===== config.mk =====
export PLATFORM = sky130hd
export DESIGN_NAME = otter_fetch_queue
export DESIGN_NICKNAME = d
export VERILOG_FILES = /design/src/rtl/otter_pipe_pkg.sv /design/src/rtl/otter_fetch_queue.sv
export SDC_FILE = /design/constraint.sdc
export NUM_CORES = 1
export LEC_CHECK = 0
export CAP_MARGIN = 20
export CORE_ASPECT_RATIO = 1.1
export CORE_UTILIZATION = 30
export CTS_BUF_LIST = sky130_fd_sc_hd__clkbuf_8
export DETAILED_ROUTE_END_ITERATION = 8
export GPL_ROUTABILITY_DRIVEN = 1
export PLACE_DENSITY_LB_ADDON = 0.25
export SYNTH_ARGS = -nofsm -noshare
export SYNTH_HDL_FRONTEND = slang
export SYNTH_SLANG_ARGS = --single-unit

===== constraint.sdc =====
create_clock -name CLK -period 4.7 [get_ports CLK]
set_clock_uncertainty 0.1 [all_clocks]
set_input_delay 0.705 -clock CLK [delete_from_list [all_inputs] [get_ports CLK]]
set_output_delay 0.705 -clock CLK [all_outputs]
set_load 0.02 [all_outputs]

===== src/rtl/otter_pipe_pkg.sv =====
// Shared types and constants for the OTTER pipeline stages.
package otter_pipe_pkg;

    localparam int XLEN = 32;
    localparam logic [31:0] OTTER_NOP = 32'h00000013;

    typedef struct packed {
        logic [XLEN-1:0] pc;
        logic [XLEN-1:0] ir;
    } fetch_pkt_t;

endpackage


===== src/rtl/otter_fetch_queue.sv =====
// IF->DE instruction queue: DEPTH-entry circular buffer of {pc, ir} pairs with
// valid/ready on both sides and a one-cycle flush on redirect.
module otter_fetch_queue
    import otter_pipe_pkg::*;
#(
    parameter int DEPTH = 4
) (
    input  logic                     CLK,
    input  logic                     RESET,
    input  logic                     IF_VALID,
    input  logic [XLEN-1:0]          IF_PC,
    input  logic [XLEN-1:0]          IF_IR,
    output logic                     IF_READY,
    output logic                     DE_VALID,
    output logic [XLEN-1:0]          DE_PC,
    output logic [XLEN-1:0]          DE_IR,
    input  logic                     DE_READY,
    input  logic                     FLUSH,
    output logic [$clog2(DEPTH):0]   COUNT
);

    localparam int PTR_W = $clog2(DEPTH);
    localparam int CNT_W = PTR_W + 1;

    logic [PTR_W-1:0] wr_ptr_reg, wr_ptr_next;
    logic [PTR_W-1:0] rd_ptr_reg, rd_ptr_next;
    logic [CNT_W-1:0] count_reg, count_next;
    fetch_pkt_t       storage_reg [DEPTH];
    fetch_pkt_t       head_pkt;
    logic             push;
    logic             pop;

    assign IF_READY = !RESET && (count_reg < CNT_W'(DEPTH));
    assign DE_VALID = (count_reg != '0);
    assign COUNT    = count_reg;

    assign push = IF_VALID && IF_READY && !FLUSH;
    assign pop  = DE_VALID && DE_READY && !FLUSH;

    // Empty queue shows a bubble rather than whatever the head slot last held.
    assign head_pkt = storage_reg[rd_ptr_reg];
    assign DE_PC    = DE_VALID ? head_pkt.pc : '0;
    assign DE_IR    = DE_VALID ? head_pkt.ir : OTTER_NOP;

    always_comb begin
        wr_ptr_next = wr_ptr_reg;
        rd_ptr_next = rd_ptr_reg;
        count_next  = count_reg;
        if (FLUSH) begin
            wr_ptr_next = '0;
            rd_ptr_next = '0;
            count_next  = '0;
        end else begin
            if (push) wr_ptr_next = wr_ptr_reg + PTR_W'(1);
            if (pop)  rd_ptr_next = rd_ptr_reg + PTR_W'(1);
            if (push && !pop)      count_next = count_reg + CNT_W'(1);
            else if (pop && !push) count_next = count_reg - CNT_W'(1);
        end
    end

    always_ff @(posedge CLK) begin
        if (RESET) begin
            wr_ptr_reg <= '0;
            rd_ptr_reg <= '0;
            count_reg  <= '0;
        end else begin
            wr_ptr_reg <= wr_ptr_next;
            rd_ptr_reg <= rd_ptr_next;
            count_reg  <= count_next;
        end
    end

    // Payload slots carry no reset: validity is tracked by count alone.
    generate
        for (genvar gi = 0; gi < DEPTH; gi++) begin : g_slot
            always_ff @(posedge CLK) begin
                if (push && (wr_ptr_reg == PTR_W'(gi))) begin
                    storage_reg[gi] <= '{pc: IF_PC, ir: IF_IR};
                end
            end
        end
    endgenerate

endmodule


==> impl_metrics.tcl <==
set metrics [dict create \
    crit_family "buffers and inverters" \
    placedCellCount 1007 \
    syn-mean-instance-area_sq_um 22.4 \
    synth_xor_area_share_pct 0.343 \
    antenna_found_initial 0 \
    cts_sinks 265 \
    die_h_um 195 \
    worst_path_max_delay_cell "dfxtp_4" \
    pin_count 138 \
    instances_no_fill 1087 \
    final_antenna_net_count 0 \
    numCtsBuffers 44 \
    critPathCaptureType "output port" \
    drv_cap 0 \
    largest_reg_flops 256 \
    synth_seq_cells 265 \
    cts_setup_buffers 0 \
    initial_core_util_pct 30.6 \
    hold_slack_ps 393 \
    placed_cell_area_sq_um 12000 \
    ys_top_cells_by_area "edfxtp_1, mux4_2, and2_1, dfxtp_1, buf_12" \
    max_slew_margin_pct 28.5 \
    path_cells "buf_4 -> mux4_2 -> and2_1 -> clkdlybuf4s50_1" \
    syn_area_sq_um 10200 \
    syn_to_final_growth_pct 26.0 \
    grt_max_degree 65 \
    synth_top_area_cell "edfxtp_1" \
    dieArea_sq_um 34800 \
    cts_resized 0 \
    holdPathStages 2 \
    die_x_um 178 \
    cts.clk_slew.worst_paths_ps 60 \
    worst-slew-pin-transition_ps 1070 \
    htreeDepth 2 \
    vias_per_cell 4.48 \
    synth_mux_area_share_pct 14.5 \
    reg2regPathDepth 8 \
    required_ps 3890 \
    max_freq_ghz 0.260 \
    synth_top_area_share_pct 75.3 \
    post-route-util_pct 38.5 \
    cp.arrival_ps 3040 \
    drive_gt1_share_pct 19.7 \
    hpwl_um 11200 \
    max-vdd-ir-drop_mv 0.191 \
    wl_um 20700 \
    synth_top_family_by_area "multiplexers" \
    cts_buffer_depth 3 \
    place.gp.congestion 0.676 \
    grt_pass1_vias 5600 \
    hp-start "rd_ptr_reg[1]" \
    detailedRoute.firstPassIterationCount 4 \
    wl_per_cell_um 19.0 \
    yosysWarningCount 0 \
    p_leak_nw 4.06 \
    multiInputGateArea_sq_um 2150 \
    fin_ws_ps 856 \
    hp-class "reg -> reg" \
    pre_cts_ws_ps 1310 \
    reg2reg_to "COUNT[2]" \
    fill_cells 3066 \
    rows 70 \
    yosys.area_share.simple_pct 4.96 \
    drc 0 \
    grt_pass1_wl_um 31900 \
    insertion_delay_ps 540 \
    synth_compound_area_share_pct 0.270 \
    r2r_slack_ps 2230 \
    synthCells 456 \
    min_period_over_period_pct 81.8 \
    synthAdderAreaFrac_pct 0.809 \
    r2r_start "COUNT[2]" \
    yosysSeqAreaShare_pct 77.1 \
    crit_path_max_fanout 33 \
    max_stage_delay_ps 810 \
    cts_root_buf "clkbuf_8" \
    grt_use_total_pct 12.2 \
    io_buffer_count 137 \
    fin_nets 699 \
    synth_fp_nets 531 \
    hold_viol 0 \
    ys_types 27 \
    grt-ovfl-total 0 \
    post-route-min-period_ps 3840 \
    critPathLaunchType "flip-flop" \
    seqCellArea_sq_um 7880 \
    slew_viol_final 0 \
    diodes 0 \
    core_area_sq_um 33400 \
    cts_hold_buf 0 \
    rsz0062_at_grt "no" \
    drtIter0Drc 195 \
    fin_area_sq_um 12900 \
    fin_tns_setup_ps 0 \
    vias 4867 \
    cts_tree "yes" \
    powerDensity_nw_per_um2 370 \
    path_buf_inv 2 \
    finalPower_mw 4.76 \
    critPathKind "reg -> out" \
    status "complete, no violations" \
    setup_viol_count_final 0 \
]
-- cell usage after synthesis (all sizes together) --
library cell,instances
a21oi,2
and2,62
and3,4
buf,13
clkbuf,9
dfxtp,9
edfxtp,256
fa,1
ha,5
inv,4
mux2i,2
mux4,64
nand2,1
nor2,8
nor2b,1
nor3,1
o21ai,2
o31ai,1
or2,5
or3,2
xnor2,1
xor2,3
-- power breakdown --
| part | total [mW] | internal, mW | switching, mW |
|---|---|---|---|
| combinational | 0.287 | 0.150 | 0.136 |
| sequential | 2.63 | 2.62 | 0.0116 |
| clock | 1.84 | 0.971 | 0.872 |
| total | 4.76 | 3.74 | 1.02 |
-- worst register-to-register path, stage by stage (launching register included) --
cell	delay, ps
dfxtp_1	400
nor2b_1	450
and2_1	220
ha_1	190
inv_1	60
fa_1	380
xor2_1	160
or3_1	310
a21oi_1	140
-- cell type report --
type                    count  share of cell area (%)
well taps                 432                    4.20
repair buffers            144                    11.6
multi-input cells         165                    16.7
flip-flops and latches    265                    61.2
clock buffers              47                    5.03
inverters                   4                   0.117
clock inverters            30                    1.16
-- placed cells by master (no fill, tap or decap) --
cell / Yosys / final
xor2_1: 3 / 3
nor2b_1: 1 / 1
mux4_2: 60 / 60
nor2_1: 8 / 8
clkdlybuf4s50_1: 0 / 137
mux2i_1: 2 / 2
ha_1: 5 / 5
or2_2: 2 / 2
inv_2: 0 / 1
and3_4: 0 / 4
clkinv_2: 0 / 2
edfxtp_1: 256 / 256
dfxtp_4: 0 / 2
dfxtp_1: 9 / 7
a21oi_1: 2 / 2
o21ai_0: 2 / 2
nor3_2: 1 / 1
or3_1: 2 / 2
clkinvlp_4: 0 / 2
bufinv_16: 0 / 1
o31ai_1: 1 / 1
fa_1: 1 / 1
buf_12: 6 / 2
or2_1: 3 / 3
clkbuf_8: 0 / 47
mux4_1: 4 / 4
buf_4: 0 / 3
inv_1: 4 / 19
buf_16: 0 / 2
and2_1: 62 / 62
xnor2_1: 1 / 1
clkinv_1: 0 / 9
nand2_1: 1 / 1
-- per-layer routing --
metal  global-route usage [%]  share of wire [%]  wire length [um]  vias to the layer above
li1                         -                  -                 -                     2185
met3                     3.89                6.4              1320                       41
met4                     3.99                2.1               431                        0
met2                     21.5                 52             10700                      140
met5                        0                  0                 0                        -
met1                     13.8                 40              8250                     2501
-- logic make-up after synthesis --
family / count (synthesis)
buffers and inverters: 26
flip-flops: 265
AO/OA/AOI/OAI: 5
AND/OR/NAND/NOR: 84
multiplexers: 66
adder cells (fa/ha/maj): 6
XOR/XNOR: 4
-- worst max-delay path by stage --
stage,cells after the start,to,slack (ps)
CTS,4,DE_IR[10],710
finish,4,DE_IR[10],860
global placement,4,DE_PC[29],1300
detailed placement,4,DE_IR[10],1310
floorplan,3,storage_reg[0][0],1550
global route,4,DE_IR[10],600
Note: power is estimated with default switching activity, not from simulation.
